<file path="src/rtl/regfile_pkg.sv">
// Shared defaults and flattened-bus slicing helpers for the multi-port register file.
package regfile_pkg;

    localparam int unsigned W_DEF   = 16;
    localparam int unsigned N_DEF   = 3;
    localparam int unsigned NRD_DEF = 2;
    localparam int unsigned DEPTH   = 2 ** N_DEF;

    // Low bit index of field idx in a bus of width-wide fields.
    function automatic int unsigned slice_lo(input int unsigned idx, input int unsigned width);
        return idx * width;
    endfunction

endpackage

</file>
<file path="src/rtl/rf_read_port.sv">
// One read port: write-first bypass, zero-register masking and busy lookup with same-cycle clear.
module rf_read_port
    import regfile_pkg::*;
#(
    parameter int unsigned W        = W_DEF,
    parameter int unsigned N        = N_DEF,
    parameter int unsigned ZERO_REG = 0
) (
    input  logic             i_rst_n,
    input  logic [W-1:0]     i_mem [2**N],
    input  logic [2**N-1:0]  i_busy,
    input  logic [1:0]       i_wr_en,
    input  logic [2*N-1:0]   i_wr_addr,
    input  logic [2*W-1:0]   i_wr_data,
    input  logic             i_sb_set,
    input  logic [N-1:0]     i_sb_addr,
    input  logic [N-1:0]     i_rd_addr,
    output logic [W-1:0]     o_rd_data_c,
    output logic             o_rd_busy_c
);

    logic [N-1:0] w_wa0;
    logic [N-1:0] w_wa1;
    logic [W-1:0] w_wd0;
    logic [W-1:0] w_wd1;
    logic         w_hit0;
    logic         w_hit1;
    logic         w_zero;
    logic         w_set_here;

    assign w_wa0      = i_wr_addr[slice_lo(0, N) +: N];
    assign w_wa1      = i_wr_addr[slice_lo(1, N) +: N];
    assign w_wd0      = i_wr_data[slice_lo(0, W) +: W];
    assign w_wd1      = i_wr_data[slice_lo(1, W) +: W];
    assign w_hit0     = i_wr_en[0] && (w_wa0 == i_rd_addr);
    assign w_hit1     = i_wr_en[1] && (w_wa1 == i_rd_addr);
    assign w_zero     = (ZERO_REG != 0) && (i_rd_addr == '0);
    assign w_set_here = i_sb_set && (i_sb_addr == i_rd_addr);

    // Port 1 write beats port 0 write beats storage; a retiring write hides busy unless re-issued.
    always_comb begin
        o_rd_data_c = '0;
        o_rd_busy_c = 1'b0;
        if (i_rst_n && !w_zero) begin
            if (w_hit1) begin
                o_rd_data_c = w_wd1;
            end else if (w_hit0) begin
                o_rd_data_c = w_wd0;
            end else begin
                o_rd_data_c = i_mem[i_rd_addr];
            end
            o_rd_busy_c = i_busy[i_rd_addr] && !((w_hit0 || w_hit1) && !w_set_here);
        end
    end

endmodule

</file>
<file path="src/rtl/regfile_mp.sv">
// Parametrised 2-write / NRD-read register file with bypass and RAW busy scoreboard.
module regfile_mp
    import regfile_pkg::*;
#(
    parameter int unsigned W        = W_DEF,
    parameter int unsigned N        = N_DEF,
    parameter int unsigned NRD      = NRD_DEF,
    parameter int unsigned ZERO_REG = 0
) (
    input  logic             clk,
    input  logic             rst,
    input  logic [1:0]       wr_en,
    input  logic [2*N-1:0]   wr_addr,
    input  logic [2*W-1:0]   wr_data,
    input  logic [NRD*N-1:0] rd_addr,
    output logic [NRD*W-1:0] rd_data,
    output logic [NRD-1:0]   rd_busy,
    input  logic             sb_set,
    input  logic [N-1:0]     sb_addr
);

    localparam int unsigned D = 2 ** N;

    logic [W-1:0] r_mem [D];
    logic [D-1:0] r_busy;

    logic [N-1:0] w_wa0;
    logic [N-1:0] w_wa1;
    logic [W-1:0] w_wd0;
    logic [W-1:0] w_wd1;
    logic         w_we0;
    logic         w_we1;
    logic         w_sb_set;

    assign w_wa0    = wr_addr[slice_lo(0, N) +: N];
    assign w_wa1    = wr_addr[slice_lo(1, N) +: N];
    assign w_wd0    = wr_data[slice_lo(0, W) +: W];
    assign w_wd1    = wr_data[slice_lo(1, W) +: W];
    assign w_we0    = wr_en[0] && !((ZERO_REG != 0) && (w_wa0 == '0));
    assign w_we1    = wr_en[1] && !((ZERO_REG != 0) && (w_wa1 == '0));
    assign w_sb_set = sb_set && !((ZERO_REG != 0) && (sb_addr == '0));

    // Storage: port 1 is applied last so it wins an address collision.
    always_ff @(posedge clk or negedge rst) begin
        if (!rst) begin
            for (int i = 0; i < int'(D); i++) begin
                r_mem[i] <= '0;
            end
        end else begin
            if (w_we0) begin
                r_mem[w_wa0] <= w_wd0;
            end
            if (w_we1) begin
                r_mem[w_wa1] <= w_wd1;
            end
        end
    end

    // Scoreboard: writes retire producers, a new issue to the same register overrides the retire.
    always_ff @(posedge clk or negedge rst) begin
        if (!rst) begin
            r_busy <= '0;
        end else begin
            if (wr_en[0]) begin
                r_busy[w_wa0] <= 1'b0;
            end
            if (wr_en[1]) begin
                r_busy[w_wa1] <= 1'b0;
            end
            if (w_sb_set) begin
                r_busy[sb_addr] <= 1'b1;
            end
        end
    end

    // One bypassing read port per requested read.
    for (genvar r = 0; r < int'(NRD); r++) begin : g_rd
        rf_read_port #(
            .W        (W),
            .N        (N),
            .ZERO_REG (ZERO_REG)
        ) u_rd (
            .i_rst_n     (rst),
            .i_mem       (r_mem),
            .i_busy      (r_busy),
            .i_wr_en     (wr_en),
            .i_wr_addr   (wr_addr),
            .i_wr_data   (wr_data),
            .i_sb_set    (sb_set),
            .i_sb_addr   (sb_addr),
            .i_rd_addr   (rd_addr[r*N +: N]),
            .o_rd_data_c (rd_data[r*W +: W]),
            .o_rd_busy_c (rd_busy[r])
        );
    end

endmodule

</file>
<file path="config.mk">
export PLATFORM = sky130hd
export DESIGN_NAME = regfile_mp
export DESIGN_NICKNAME = d
export VERILOG_FILES = /design/src/rtl/regfile_pkg.sv /design/src/rtl/rf_read_port.sv /design/src/rtl/regfile_mp.sv
export SDC_FILE = /design/constraint.sdc
export NUM_CORES = 1
export LEC_CHECK = 0
export ABC_AREA = 1
export CAP_MARGIN = 20
export CORE_UTILIZATION = 43
export CTS_CLUSTER_DIAMETER = 40
export DETAILED_ROUTE_END_ITERATION = 12
export RECOVER_POWER = 25
export SYNTH_ARGS = -nofsm -noshare
export SYNTH_HDL_FRONTEND = slang
export SYNTH_HIERARCHICAL = 1
export SYNTH_SLANG_ARGS = --single-unit
</file>
<file path="constraint.sdc">
create_clock -name clk -period 3.29 [get_ports clk]
set_input_delay 0.987 -clock clk [delete_from_list [all_inputs] [get_ports clk]]
set_output_delay 0.987 -clock clk [all_outputs]
set_load 0.05 [all_outputs]
</file>
Word level (Yosys, flattened, before mapping). Index checks and enable logic that the tools add are counted.

Register bits: 136. Output and inout bits: 34. Logic and storage cells: 94.

Magnitude comparators: 14. Eq/ne operators: 6. Muxes and demuxes: 35. Bitwise gates (word level): 9. Reduce and logical (&&, ||, !) cells: 21.

Operator list (count): bitwise mux 128 bit (2); 2-to-1 mux 128 bit (2); 2-to-1 mux 16 bit (12); binary-select mux 16 bit (select 3 bit) (2); demux 16 bit (select 3 bit) (2); 2-to-1 mux 8 bit (3); less-than comparator 3 x 4 -> 1 bit (second input constant) (5); equality test 3 bit (6); AND 8 bit (2); >= comparator 4 bit (second input constant) (4); inverter 3 -> 4 bit (4); inverter 8 bit (2); logical AND 1 bit (15); demux 1 bit (select 3 bit) (3); >= comparator 3 x 1 -> 1 bit (second input constant) (3); less-than comparator 4 x 1 -> 1 bit (second input constant) (2); bitwise OR 8 bit (1); 2-to-1 mux 1 bit (7); binary-select mux 1 bit (select 3 bit) (2); zero test 1 bit (4); logical OR 1 bit (2).

Depth between registers and ports, before layout.
Word-level depth: 11. Depth in mapped cells: 12. Depth with buffers taken out: 10.

Cells and area by module. Netlist, hierarchy kept.

Modules (own cells, without submodules): regfile_mp (instances 1, cells an instance 1055, area an instance 7293.2 um^2); rf_read_port (instances 2, cells an instance 455, area an instance 2034.5 um^2).

Least setup slack after synthesis. Ideal clock, no wire load.

Path kind: in2out. From: in rd_addr[1]. To: out rd_data[14]. Arrival: 2.557 ns. Path slack: -0.254 ns. Stages on the path: 9. Cells stage by stage: buf_6 > inv_4 > nand2_1 > nand2_1 > nor2_2 > nand2_2 > buf_2 > nand3_1 > a21oi_1.

Longest elaborated chain between the ends: 7. Elaborated cells on any way between the ends: 11. Those cells by class: eq/ne (2); mux (6); bitwise (1); reduce/logical (2).

Ends and longest elaborated chain: start, declared (line regfile_mp.sv:15) `input logic [NRD*N-1:0] rd_addr,`; inverter 3 -> 4 bit (implied by the code) (line rf_read_port.sv:50) `o_rd_data_c = i_mem[i_rd_addr];`; binary-select mux 16 bit (select 3 bit) (line rf_read_port.sv:50); 2-to-1 mux 16 bit (implied by the code) (2 in series) (line rf_read_port.sv:50); 2-to-1 mux 16 bit (line rf_read_port.sv:47) `end else if (w_hit0) begin`; 2-to-1 mux 16 bit * (line rf_read_port.sv:45) `if (w_hit1) begin`; 2-to-1 mux 16 bit * (line rf_read_port.sv:44) `if (i_rst_n && !w_zero) begin`; end, declared (line regfile_mp.sv:16) `output logic [NRD*W-1:0] rd_data,`.

Every way passes the cells marked *; elsewhere a longest branch is shown, timed or not. The select of a mux whose other input is x is not followed.

Final worst setup path.
From: in rd_addr[0]. To: out rd_data[12].

Same word-level chain as after synthesis.

==> flow_summary.ini <==
[outcome]
run_status = finished with violations
violated_checks = negative setup slack

[clock_network]
post_cts_hold_buffer_count = 0
tritoncts_num_sinks = 136
cts_made_buffers = 17
clk_pin_slew_worst_paths_ns = 0.06
cts_tree = done
max-clock-path-buffers = 2
clock_insertion_delay_worst_skew_ns = 0.43
cts.htree.levels = 4
ctsRootBufferMaster = sky130_fd_sc_hd__clkbuf_16

[detailed_routing]
drt_total_wl_mm = 51.9
dr.pass1.iters = 6
drt-initial-drc-count = 1477
wire_per_inst_um = 21.2
drc = 0
drt-vias-per-instance = 5.62
detail-route-antenna-nets = 0
via_count = 13700

[logic_synthesis]
synth.top_cells.by_area = sky130_fd_sc_hd__dfrtp_1 (30%), sky130_fd_sc_hd__nand2_1 (27%), sky130_fd_sc_hd__nand3_1 (20%)
netlist-cell-type-count = 24
synth-seq-cells = 136
post_syn_area_per_cell_um2 = 5.78
yosys_warnings = 6
synth_sequential_area_ratio_pct = 30.0
synthesized_area_mm2 = 0.0114
synth_cells = 1965
post-synth-top-area-cell = sky130_fd_sc_hd__dfrtp_1
yosysTopAreaCellShare_pct = 30.0
synth_fp_nets = 2017

[critical_path]
cp.required_ns = 2.30
cp_data_arrival_time_ns = 2.37
cp_max_fo = 8
worst-setup-path-type = primary input to output pin
cp-end-kind = output pin
worst_setup_path_start_kind = primary input

[timing]
fin_crit_sh_pct = 102
setup_repair_after_global_routing_missed_its_margin = true
timing.final.ws_setup_ns = -0.0651
fmax_mhz = 298
hold_violations = 0
fin_skew_ns = 0
worst-slew-pin-transition_ns = 0.709
setup_viol_count_final = 26
slew_headroom_pct = 52.6
final.hold.worst_slack_ns = 0.483
min_period_ns = 3.36
timing_max_transition_violations_final = 0

[placed_design]
post-place-ws_ns = -0.425
gp_routability_congestion = 0.955
detailed_place_hpwl_mm = 34.6
io_buffers = 85
placed_area_mm2 = 0.0137

[cells_and_area]
layout_common_cells = sky130_fd_sc_hd__nand2_1 (795), sky130_fd_sc_hd__nand3_1 (439), sky130_fd_sc_hd__inv_1 (201), sky130_fd_sc_hd__dfrtp_1 (136), sky130_fd_sc_hd__buf_4 (119)
finish.utilization_pct = 57.8
area.growth.synth_to_final_pct = 32.2
layout_commonest_cell = sky130_fd_sc_hd__nand2_1
final_area_mm2 = 0.0150
final_layout_size_suffix_gt1_share_pct = 18.6
final_nets = 2151
antennaDiodeCount = 0

[grt]
grtUsageTotal_pct = 39.1
first_global_vias = 12900
pin_count_of_the_biggest_net_entering_global_routing = 76
grt_overflow = 0
first_pass_grt_wire_length_mm = 78.1
antenna_violations_before_repair = 1

[power]
power.switching_mw = 2.69
pwr-share-seq_pct = 34.1
p_per_area_mw_per_mm2 = 458
internal-power_mw = 4.19
clockPowerShare_pct = 28.8
swShare_pct = 39.2
worst_ir_drop_vdd_mv = 0.289
leakagePower_nw = 8.10
pwr-share-comb_pct = 37.2

[floorplan]
die_area_mm2 = 0.0271
die_y_um = 165
die-width_um = 165
start_util_pct = 43.7
ioPinCount = 86
fp-row-count = 59
core_area_mm2 = 0.0260

[job]
maxCapViolations = 0

[worst_hold_path]
worst_hold_path_type = primary input to async pin
-- metrics by stage --
stage	total power [mW]	instances	setup TNS, ns
3_3_place_gp	4.71	2398	-11.64
6_report	6.88	2446	-0.530
5_1_grt	7.24	2446	-2.20
2_1_floorplan	3.78	1965	0
3_5_place_dp	4.74	2398	-12.29
4_1_cts	6.78	2444	-0.338
-- flip-flops by register name, summed over array words and instances (netlist names) --
register / cells
r_busy: 8
r_mem: 128
-- cell families (layout without fill, tap and decap cells) --
logic type	after synthesis	in the layout	share of synthesized area, %
buffers and inverters	350	495	13.1
DFF	136	136	30.0
and+or+nand+nor	1423	1424	54.2
xor gates and xnor gates	6	6	0.463
AOI/OAI and AO/OA	50	50	2.25
-- worst max-delay path: stages --
cell and delay (ns):
sky130_fd_sc_hd__buf_8 0.11, sky130_fd_sc_hd__inv_6 0.05, sky130_fd_sc_hd__buf_12 0.15, sky130_fd_sc_hd__nor2_4 0.05
sky130_fd_sc_hd__a21oi_4 0.20, sky130_fd_sc_hd__nand2_8 0.15, sky130_fd_sc_hd__buf_16 0.19, sky130_fd_sc_hd__nor2_1 0.09
sky130_fd_sc_hd__nand2_1 0.08, sky130_fd_sc_hd__nand2_2 0.09, sky130_fd_sc_hd__nor2_4 0.05, sky130_fd_sc_hd__buf_12 0.15
-- power by group through the flow --
stage          Sequential [mW]  Clock (mW)  Combinational (mW)
4_1_cts                   2.33        1.99                2.46
3_3_place_gp              2.35           0                2.36
5_1_grt                   2.39        2.05                2.81
2_1_floorplan             2.27           0                1.51
3_5_place_dp              2.36           0                2.38
6_report                  2.34        1.98                2.56
-- layer usage --
layer	global-route usage (%)	vias to the layer above	share of wire [%]	wire (um)
met5	0	-	0.025	13
met4	18.0	2	4.4	2300
met3	9.44	175	11	5520
met2	60.8	879	45	23400
met1	51.1	6297	40	20600
li1	-	6384	-	-
-- synth_stat cells (all sizes together) --
cell	count
nand3b	16
nand3	448
nor2	104
buf	85
xnor2	6
nand4	2
dfrtp	136
a21oi	34
inv	221
o21ai	14
nand2	853
clkbuf	44
o211ai	2
-- layout make-up --
| type | count | area [um^2] |
|---|---|---|
| Multi-Input combinational cell | 1480 | 6930 |
| Clock inverter | 13 | 146 |
| Timing Repair Buffer | 243 | 2830 |
| Sequential cell | 136 | 3400 |
| Clock buffer | 18 | 439 |
| Tap cell | 335 | 419 |
| Inverter | 221 | 850 |
| Fill cell | 2580 | 11000 |
-- worst paths after layout --
| path | start | endpoint | slack, ns | cells after the start |
|---|---|---|---|---|
| max reg2reg | r_mem[97] | r_mem[97] | 2.46 | 4 |
| max | rd_addr[0] | rd_data[12] | -0.07 | 12 |
| min in group clk | r_busy[6] | r_busy[6] | 0.56 | 2 |
| max in group asynchronous | rst | r_mem[108] | 1.55 | 4 |
| min | rst | r_mem[90] | 0.48 | 1 |
| min reg2reg | r_busy[6] | r_busy[6] | 0.56 | 2 |
-- what timing repair did --
action	CTS	global route
gates resized for setup	101	74
endpoints found under the setup margin	34	34
pin swaps	19	32
buffers inserted	10	1
gates cloned	6	2
No activity file was read; power rests on OpenSTA's default activity.
